### src/rtl/la_pkg.sv
// Shared definitions for the logic-analyzer serial front end: UART framing,
// command word layout and state encodings.
package la_pkg;

  localparam int unsigned DATA_BITS  = 8;
  localparam int unsigned FRAME_BITS = 10;

  // Command word fields: {opcode, register address, data}
  localparam int unsigned OPC_MSB  = 15;
  localparam int unsigned OPC_LSB  = 14;
  localparam int unsigned ADDR_MSB = 13;
  localparam int unsigned ADDR_LSB = 8;
  localparam int unsigned DATA_MSB = 7;
  localparam int unsigned DATA_LSB = 0;

  typedef enum logic [1:0] {AsmWaitHi, AsmWaitLo, AsmHold} asm_state_e;
  typedef enum logic [1:0] {RxIdle, RxStart, RxData, RxStop} rx_state_e;
  typedef enum logic {TxIdle, TxXmit} tx_state_e;

endpackage

### src/rtl/uart_rx.sv
// UART receiver: 2-flop synchroniser, mid-bit sampling, one-cycle byte_rdy or
// frm_err pulse per frame.
module uart_rx
  import la_pkg::*;
#(
  parameter int unsigned BAUD_DIV = 868
) (
  input  logic       clk,
  input  logic       rst,
  input  logic       rx_i,
  output logic [7:0] data_o,
  output logic       byte_rdy_o,
  output logic       frm_err_o
);

  localparam logic [15:0] BitEnd  = 16'(BAUD_DIV - 1);
  localparam logic [15:0] HalfEnd = 16'(BAUD_DIV / 2 - 1);
  localparam logic [2:0]  LastBit = 3'(DATA_BITS - 1);

  rx_state_e   state_q;
  logic        sync1_q, sync2_q, prev_q;
  logic [15:0] cnt_q;
  logic [2:0]  idx_q;
  logic [7:0]  shift_q, data_q;
  logic        byte_rdy_q, frm_err_q;

  always_ff @(posedge clk) begin
    if (rst) begin
      sync1_q    <= 1'b1;
      sync2_q    <= 1'b1;
      prev_q     <= 1'b1;
      state_q    <= RxIdle;
      cnt_q      <= '0;
      idx_q      <= '0;
      shift_q    <= '0;
      data_q     <= '0;
      byte_rdy_q <= 1'b0;
      frm_err_q  <= 1'b0;
    end else begin
      sync1_q    <= rx_i;
      sync2_q    <= sync1_q;
      prev_q     <= sync2_q;
      byte_rdy_q <= 1'b0;
      frm_err_q  <= 1'b0;
      unique case (state_q)
        RxIdle: begin
          if (prev_q && !sync2_q) begin
            state_q <= RxStart;
            cnt_q   <= '0;
          end
        end
        RxStart: begin
          if (cnt_q == HalfEnd) begin
            // A start bit that is high again at mid-bit was a glitch
            cnt_q   <= '0;
            idx_q   <= '0;
            state_q <= sync2_q ? RxIdle : RxData;
          end else begin
            cnt_q <= cnt_q + 16'd1;
          end
        end
        RxData: begin
          if (cnt_q == BitEnd) begin
            cnt_q   <= '0;
            shift_q <= {sync2_q, shift_q[7:1]};
            if (idx_q == LastBit) state_q <= RxStop;
            else                  idx_q   <= idx_q + 3'd1;
          end else begin
            cnt_q <= cnt_q + 16'd1;
          end
        end
        RxStop: begin
          if (cnt_q == BitEnd) begin
            if (sync2_q) begin
              byte_rdy_q <= 1'b1;
              data_q     <= shift_q;
            end else begin
              frm_err_q <= 1'b1;
            end
            cnt_q   <= '0;
            state_q <= RxIdle;
          end else begin
            cnt_q <= cnt_q + 16'd1;
          end
        end
        default: state_q <= RxIdle;
      endcase
    end
  end

  assign data_o     = data_q;
  assign byte_rdy_o = byte_rdy_q;
  assign frm_err_o  = frm_err_q;

endmodule

### src/rtl/uart_cmd_wrapper.sv
// Serial front end: pairs received bytes into 16-bit commands (high byte first)
// and serialises response bytes onto TX.
module uart_cmd_wrapper
  import la_pkg::*;
#(
  parameter int unsigned BAUD_DIV = 868,
  parameter int unsigned TIMEOUT  = 2000000
) (
  input  logic        clk,
  input  logic        rst,
  input  logic        RX,
  output logic        TX,
  output logic [15:0] cmd,
  output logic        cmd_rdy,
  input  logic        clr_cmd_rdy,
  input  logic [7:0]  resp,
  input  logic        send_resp,
  output logic        resp_sent,
  output logic        tx_busy,
  output logic        frm_err,
  output logic        ovr_err
);

  localparam logic [31:0] TimeoutEnd = 32'(TIMEOUT - 1);
  localparam logic [15:0] BitEnd     = 16'(BAUD_DIV - 1);
  localparam logic [15:0] PreEnd     = 16'(BAUD_DIV - 2);
  localparam logic [3:0]  StopIdx    = 4'(FRAME_BITS - 1);

  logic [7:0] rx_data;
  logic       byte_rdy;

  uart_rx #(.BAUD_DIV(BAUD_DIV)) u_rx (
    .clk       (clk),
    .rst       (rst),
    .rx_i      (RX),
    .data_o    (rx_data),
    .byte_rdy_o(byte_rdy),
    .frm_err_o (frm_err)
  );

  asm_state_e  asm_q;
  logic [15:0] cmd_q;
  logic        cmd_rdy_q, ovr_err_q;
  logic [31:0] timer_q;

  always_ff @(posedge clk) begin
    if (rst) begin
      asm_q     <= AsmWaitHi;
      cmd_q     <= '0;
      cmd_rdy_q <= 1'b0;
      ovr_err_q <= 1'b0;
      timer_q   <= '0;
    end else begin
      ovr_err_q <= 1'b0;
      unique case (asm_q)
        AsmWaitHi: begin
          timer_q <= '0;
          if (byte_rdy) begin
            cmd_q[OPC_MSB:ADDR_LSB] <= rx_data;
            asm_q                   <= AsmWaitLo;
          end
        end
        AsmWaitLo: begin
          if (byte_rdy) begin
            cmd_q[DATA_MSB:DATA_LSB] <= rx_data;
            cmd_rdy_q                <= 1'b1;
            timer_q                  <= '0;
            asm_q                    <= AsmHold;
          end else if (timer_q == TimeoutEnd) begin
            // Lost low byte: resynchronise, the next byte is a high byte
            timer_q <= '0;
            asm_q   <= AsmWaitHi;
          end else begin
            timer_q <= timer_q + 32'd1;
          end
        end
        AsmHold: begin
          if (byte_rdy) ovr_err_q <= 1'b1;
          if (clr_cmd_rdy) begin
            cmd_rdy_q <= 1'b0;
            asm_q     <= AsmWaitHi;
          end
        end
        default: asm_q <= AsmWaitHi;
      endcase
    end
  end

  tx_state_e   tx_state_q;
  logic [9:0]  frame_q;
  logic [15:0] tx_cnt_q;
  logic [3:0]  tx_idx_q;
  logic        tx_q, tx_busy_q, resp_sent_q;
  logic        tx_done, tx_accept;

  // Final cycle of the stop bit also accepts a new request back-to-back
  assign tx_done   = (tx_state_q == TxXmit) && (tx_cnt_q == BitEnd) && (tx_idx_q == StopIdx);
  assign tx_accept = send_resp && ((tx_state_q == TxIdle) || tx_done);

  always_ff @(posedge clk) begin
    if (rst) begin
      tx_state_q  <= TxIdle;
      frame_q     <= '1;
      tx_cnt_q    <= '0;
      tx_idx_q    <= '0;
      tx_q        <= 1'b1;
      tx_busy_q   <= 1'b0;
      resp_sent_q <= 1'b0;
    end else begin
      resp_sent_q <= 1'b0;
      if (tx_accept) begin
        frame_q    <= {1'b1, resp, 1'b0};
        tx_q       <= 1'b0;
        tx_busy_q  <= 1'b1;
        tx_cnt_q   <= '0;
        tx_idx_q   <= '0;
        tx_state_q <= TxXmit;
      end else if (tx_done) begin
        tx_q       <= 1'b1;
        tx_busy_q  <= 1'b0;
        tx_state_q <= TxIdle;
      end else if (tx_state_q == TxXmit) begin
        if (tx_cnt_q == BitEnd) begin
          tx_cnt_q <= '0;
          tx_idx_q <= tx_idx_q + 4'd1;
          frame_q  <= {1'b1, frame_q[9:1]};
          tx_q     <= frame_q[1];
        end else begin
          tx_cnt_q <= tx_cnt_q + 16'd1;
          if ((tx_idx_q == StopIdx) && (tx_cnt_q == PreEnd)) resp_sent_q <= 1'b1;
        end
      end
    end
  end

  assign TX        = tx_q;
  assign tx_busy   = tx_busy_q;
  assign resp_sent = resp_sent_q;
  assign cmd       = cmd_q;
  assign cmd_rdy   = cmd_rdy_q;
  assign ovr_err   = ovr_err_q;

endmodule
### config.mk
export PLATFORM = sky130hd
export DESIGN_NAME = uart_cmd_wrapper
export DESIGN_NICKNAME = d
export VERILOG_FILES = /design/src/rtl/la_pkg.sv /design/src/rtl/uart_rx.sv /design/src/rtl/uart_cmd_wrapper.sv
export SDC_FILE = /design/constraint.sdc
export NUM_CORES = 1
export LEC_CHECK = 0
export ABC_CLOCK_PERIOD_IN_PS = 2300
export CAP_MARGIN = 25
export CORE_ASPECT_RATIO = 1.75
export CORE_MARGIN = 10
export CORE_UTILIZATION = 59
export CTS_BUF_LIST = sky130_fd_sc_hd__clkbuf_4 sky130_fd_sc_hd__clkbuf_8 sky130_fd_sc_hd__clkbuf_16
export DETAILED_ROUTE_END_ITERATION = 8
export GPL_ROUTABILITY_DRIVEN = 1
export PLACE_DENSITY = 0.79
export SYNTH_ARGS = -nofsm -noshare
export SYNTH_HDL_FRONTEND = slang
export SYNTH_SLANG_ARGS = --single-unit
### constraint.sdc
create_clock -name clk -period 2.3 [get_ports clk]
set_input_delay 0.575 -clock clk [delete_from_list [all_inputs] [get_ports clk]]
set_output_delay 0.575 -clock clk [all_outputs]
set_load 0.05 [all_outputs]
Yosys cells after proc, flatten, opt, wreduce, memory -nomap -nowiden
Cells that the tools add are included.
Widths: inputs -> output; s select.
{ "word_totals": {"reg_bits": 126, "inputBits": 13, "output_inout_bits": 22, "word_cells": 130} }
{ "classes": {"add_sub_neg": 5, "n_eq_ne": 23, "mux": 41, "bitwise_logic": 5, "reduce_logical": 34} }
{ "ops": {"columns": ["op", "count"], "rows": [
  ["$mux 16", 4],
  ["$mux 32", 2],
  ["$pmux 32 s2", 1],
  ["$eq 16x10->1 const B", 3],
  ["$pmux 16 s3", 1],
  ["$mux 9", 4],
  ["$add 16x1->16 const B", 2],
  ["$add 32x1->32 const B", 1],
  ["$eq 32x21->1 const B", 1],
  ["$mux 2", 10],
  ["$eq 16x9->1 const B", 1],
  ["$ne 2x1->1 const B", 8],
  ["$reduce_and 3->1", 5],
  ["$mux 1", 12],
  ["$reduce_bool 2->1", 6],
  ["$reduce_and 2->1", 5],
  ["$mux 3", 3],
  ["$pmux 2 s4", 1],
  ["$eq 2x2->1 const B", 3],
  ["$pmux 2 s3", 1],
  ["$pmux 3 s2", 1],
  ["$reduce_bool 3->1", 2],
  ["$reduce_or 2->1", 3],
  ["$logic_and 1x1->1", 5],
  ["16 further kinds", 23]
]} }

Logic depth before layout (Yosys ltp)
{ "depth": {"ltp_word": 7, "ltp_mapped": 9, "mapped_depth_nobuf": 7} }

Modules after synthesis
A second synthesis with hierarchy kept.
{ "unflattened": {"cells_unflattened": 656, "area_unflattened_um2": 5685.5} }
{ "modules_own_cells": {"columns": ["mod", "n_inst", "cells_per_inst", "area_each_um2", "seq_area_each_um2"], "rows": [
  ["uart_cmd_wrapper", 1, 456, 3849.9, 1661.6],
  ["uart_rx", 1, 200, 1835.5, 840.8]
]} }

Worst setup path after synthesis
OpenSTA, ideal clock, no wires.
{ "synth_timing": {"path_kind": "reg-to-reg", "from": "reg tx_cnt_q[11]", "to": "reg frame_q[1]", "setup_ps": 114, "t_arrival_ps": 1993, "setup_slack_ps": 193, "stages_incl_launch_ff": 6, "n_path_buf": 0, "synth_period_minus_slack_ps": 2107, "path_cell_list": "dfxtp_1 > or4_1 > nor4_4 > nand2_1 > o22a_1 > a21o_1"} }
{ "synth_between": {"elab_chain_len": 7, "word_cells_on_any_way": 10, "cone_classes": "eq/ne: 2; mux: 1; reduce/logical: 7"} }
{ "synth_lines": {"columns": ["element", "line", "text"], "rows": [
  ["from (decl)", "uart_cmd_wrapper.sv:91", "logic [15:0] tx_cnt_q;"],
  ["from (signal assigned)", "uart_cmd_wrapper.sv:129", "tx_cnt_q <= tx_cnt_q + 16'd1;"],
  ["$eq 16x10->1 *", "uart_cmd_wrapper.sv:97, uart_cmd_wrapper.sv:123", null],
  ["$logic_and 1x1->1 (2 in a row)", "uart_cmd_wrapper.sv:97", "assign tx_done = (tx_state_q == TxXmit) && (tx_cnt_q == BitEnd) && (tx_idx_q == StopIdx);"],
  ["$logic_or 1x1->1", "uart_cmd_wrapper.sv:98", "assign tx_accept = send_resp && ((tx_state_q == TxIdle) || tx_done);"],
  ["$logic_and 1x1->1", "uart_cmd_wrapper.sv:98", null],
  ["$ne 2x1->1 (no source line) / $reduce_bool 2->1 (equally long branches)", null, null],
  ["$reduce_and 3->1 (no source line)", null, null],
  ["to (signal assigned)", "uart_cmd_wrapper.sv:112", "frame_q <= {1'b1, resp, 1'b0};"],
  ["to (signal assigned)", "uart_cmd_wrapper.sv:126", "frame_q <= {1'b1, frame_q[9:1]};"],
  ["to (decl)", "uart_cmd_wrapper.sv:90", "logic [9:0] frame_q;"]
]} }
Mark *: on every way between the ends. The rest lies on a longest branch, timed or not.
A chain may end at the register's enable or synchronous reset.

Worst setup path after layout
{ "layout_timing": {"from": "reg cmd_rdy_q, in the netlist cmd_rdy", "to": "out cmd_rdy"} }
{ "layout_rtl": {"columns": ["element", "line", "text"], "rows": [
  ["from (decl)", "uart_cmd_wrapper.sv:43", "logic cmd_rdy_q, ovr_err_q;"],
  ["from (signal assigned)", "uart_cmd_wrapper.sv:50", "cmd_rdy_q <= 1'b0;"],
  ["from (signal assigned)", "uart_cmd_wrapper.sv:66", "cmd_rdy_q <= 1'b1;"],
  ["from (signal assigned)", "uart_cmd_wrapper.sv:80", "cmd_rdy_q <= 1'b0;"],
  ["to (decl)", "uart_cmd_wrapper.sv:14", "output logic cmd_rdy,"]
]} }
No word-level cell between the ends.

==> summary.md <==
| Metric | Value |
|---|---|
| Num rows | `47` |
| Post-layout util | `72.07%` |
| NetSw | `1.071 mW` |
| Synthesized Nets | `669` |
| Pin count of the biggest net entering global routing | `40` |
| Max-slew violations | `0` |
| Final nets | `712` |
| DIE AREA | `14060 um^2` |
| Sequential-to-total area share from yosys stat | `44.23%` |
| GP Congestion | `0.9100` |
| Routed WL | `13120 um` |
| IO Count | `35` |
| Worst reg2reg path startpoint | `tx_cnt_q[11]$_SDFFE_PP0P_` |
| TritonCTS Buffers | `17` |
| Total grt overflow | `0` |
| Initial antenna violation count | `0` |
| Post-synth EDFFs | `0` |
| CTS max path bufs | `2` |
| GRT Util Overall | `19.48%` |
| Most common cell after layout, fill and taps aside | `dfxtp_1` |
| Fin crit period | `2184 ps` |
| Final setup viols | `0` |
| FFs w/ async S/R, synth | `0%` |
| Clock latency at the later pin of the worst-skew pair | `410 ps` |
| Crit path kind | `reg2out` |
| CTS tree | `yes` |
| Buf/Inv on CP | `1` |
| Final worst-path cycle share | `94.96%` |
| Clock skew | `6.901 ps` |
| CP max stage delay | `850 ps` |
| First-pass GRT wire length | `22160 um` |
| # clock sinks | `125` |
| Max-cap violations | `0` |
| Setup WS post-layout | `115.9 ps` |
| Setup TNS | `0 ps` |
| Cts-stage hold buffer count | `0` |
| DRC | `0` |
| Vias per cell | `5.862` |
| Setup crit start kind | `flop` |
| Vias in the first global route | `4845` |
| Detailed router's first-iteration violation count | `209` |
| HPWL Detailed | `9479 um` |
| Post-Syn Area per Cell | `8.745 um^2` |
| WL per Instance | `15.92 um` |
| Number of diodes | `0` |
| Pre-CTS setup slack | `135.3 ps` |
| Reg2reg setup slack | `190 ps` |
| Starting density of the core | `60.13%` |
| Unrepaired setup endpoints after global routing | `no` |
| Pwr dens | `765.2 nW/um^2` |
| Final Hold Viols | `0` |
| VDD IR-drop max | `760.2 uV` |
| Vert. Die Dim | `149.5 um` |
| Hold Crit Depth | `1` |
| 1st-pass router iterations | `4` |
| IO Port Bufs | `34` |
| Outcome | `complete, no violations` |
| DP Area | `6165 um^2` |
| Static leakage | `2.410 nW` |
| CP Capture Type | `output pin` |
| Pint | `4.118 mW` |
| Sw frac | `20.64%` |
| Seq pwr share | `42.7%` |
| Clock power frac | `52.8%` |
| HP Start | `u_rx.sync1_q$_SDFF_PP1_` |
| Core ar. | `9409 um^2` |
| CP Cell Sequence | `clkdlybuf4s50_1` |
| Delay-heaviest family, CP | `buffers and inverters` |
| Design Area, Final | `6782 um^2` |
| Commonest non-fill, non-tap cells in the layout | `dfxtp_1, nor2_1, nand2_1` |
| Slew margin rel. | `54.05%` |
| Worst-path clk slew | `50 ps` |
| Arr. time, crit path | `1610 ps` |
| Filler cells | `698` |
| Synth Register Bits | `125` |
| Layout area overhead | `19.86%` |
| CP Max Fanout | `3` |
| Cell depth of the worst setup path | `1` |
| Worst endpoint required time | `1730 ps` |
| Tot Pwr | `5.189 mW` |
| Worst Tran Pin Value | `689.2 ps` |
| Via count | `4830` |
| Gate power share | `4.4%` |
| Share of the synthesized area in the top cell type | `44.23%` |
| Share of layout cells above drive strength 1 | `8.832%` |
| Worst reg2reg path endpoint | `frame_q[7]$_SDFFE_PP1P_` |
| Synth Flop Type | `dfxtp_1` |
| Post-Syn Area | `5658 um^2` |
| H-tree depth | `4` |
| HP Class | `reg2reg` |
| Slowest stage cell, crit path | `clkdlybuf4s50_1` |
| Root buf cell | `clkbuf_16` |
| Leading area contributor after synthesis | `dfxtp_1` |
| R2r worst-path depth | `6` |
| WHS Endpoint | `u_rx.sync2_q$_SDFF_PP1_` |
| Synth area leaders | `dfxtp_1, nor2_1, mux2i_1` |
| Ys Warns | `0` |
| Fmax | `0.4579 GHz` |
| Distinct cells, synth | `58` |
| Detail Route Antenna Nets | `0` |
| Cells after synthesis | `647` |
| Number of post-CTS setup repair buffers | `0` |
| Die extent in x | `94.03 um` |
## cell families after synthesis
logic type               Yosys count  synth area share (%)
AO/OA/AOI/OAI                     85                 10.50
XOR/XNOR                          51                 7.895
adder cells (fa/ha/maj)            9                 1.990
buffers and inverters             40                 2.853
flip-flops                       125                 44.23
multiplexers                      27                 4.777
AND/OR/NAND/NOR                  310                 27.75
## cell usage after synthesis (all sizes together) (5+ instances only)
| library cell | n |
|---|---|
| mux2i | 27 |
| o21ai | 10 |
| or2 | 5 |
| and4 | 8 |
| nand4 | 24 |
| and3 | 11 |
| inv | 11 |
| o21bai | 6 |
| nor2 | 104 |
| buf | 9 |
| nor4 | 11 |
| nor3 | 14 |
| xor2 | 25 |
| a31oi | 7 |
| dfxtp | 125 |
| o22a | 5 |
| nand2 | 57 |
| clkbuf | 19 |
| nand3 | 31 |
| nor2b | 6 |
| and2 | 7 |
| xnor2 | 26 |
| ha | 9 |
| a21oi | 23 |
| a21o | 8 |
| nand2b | 9 |
## power by group through the flow
stage	clock network [mW]	logic (mW)	registers [mW]
2_1_floorplan	0	0.145	2.26
3_3_place_gp	0	0.219	2.26
3_5_place_dp	0	0.227	2.26
4_1_cts	2.78	0.228	2.22
5_1_grt	2.88	0.255	2.22
6_report	2.74	0.229	2.22
## repair_timing
action	4_1_cts	5_1_grt
gates resized for setup	1	2
endpoints found under the setup margin	1	7
cloned	0	0
## stage by stage
step           instances  hold WS [ps]
6_report             824         409.8
5_1_grt              824         424.9
4_1_cts              824         412.9
3_5_place_dp         793         398.0
3_3_place_gp         793         398.0
2_1_floorplan        647         389.5
## routing by layer
metal	global-route usage [%]	wire length, um	vias to the layer above	part of all wire [%]
met1	18.81	4919	2323	37
li1	-	-	2369	-
met2	36.32	7316	104	56
met3	5.165	465	34	3.5
met5	0	0	-	0
met4	9.847	418	0	3.2
## sequential cells by signal, indices dropped and copies added (netlist names), 2 cells and up, named ones only
name / flops
tx_cnt_q: 16
tx_idx_q: 4
timer_q: 32
u_rx.idx_q: 3
frame_q: 8
u_rx.cnt_q: 16
cmd: 16
u_rx.shift_q: 8
u_rx.data_o: 8
asm_q: 2
## cell type report
class / instances / area (um^2) / share of cell area [%]
Clock buffer: 24 / 503.0 / 7.417
Timing Repair Buffer: 52 / 469.2 / 6.919
Inverter: 12 / 45.04 / 0.6642
Sequential cell: 125 / 2502 / 36.90
Tap cell: 122 / 152.6 / 2.251
Clock inverter: 7 / 110.1 / 1.624
Multi-Input combinational cell: 482 / 2999 / 44.23
## worst max-delay path by stage
stage / from / end
finish: cmd_rdy$_SDFFE_PP0P_ / cmd_rdy
global route: tx_cnt_q[12]$_SDFFE_PP0P_ / TX$_SDFFE_PP1P_
CTS: cmd_rdy$_SDFFE_PP0P_ / cmd_rdy
detailed placement: send_resp / tx_cnt_q[6]$_SDFFE_PP0P_
global placement: send_resp / tx_cnt_q[7]$_SDFFE_PP0P_
floorplan: tx_cnt_q[11]$_SDFFE_PP0P_ / frame_q[1]$_SDFFE_PP1P_
Note: power is estimated with default switching activity, not from simulation.
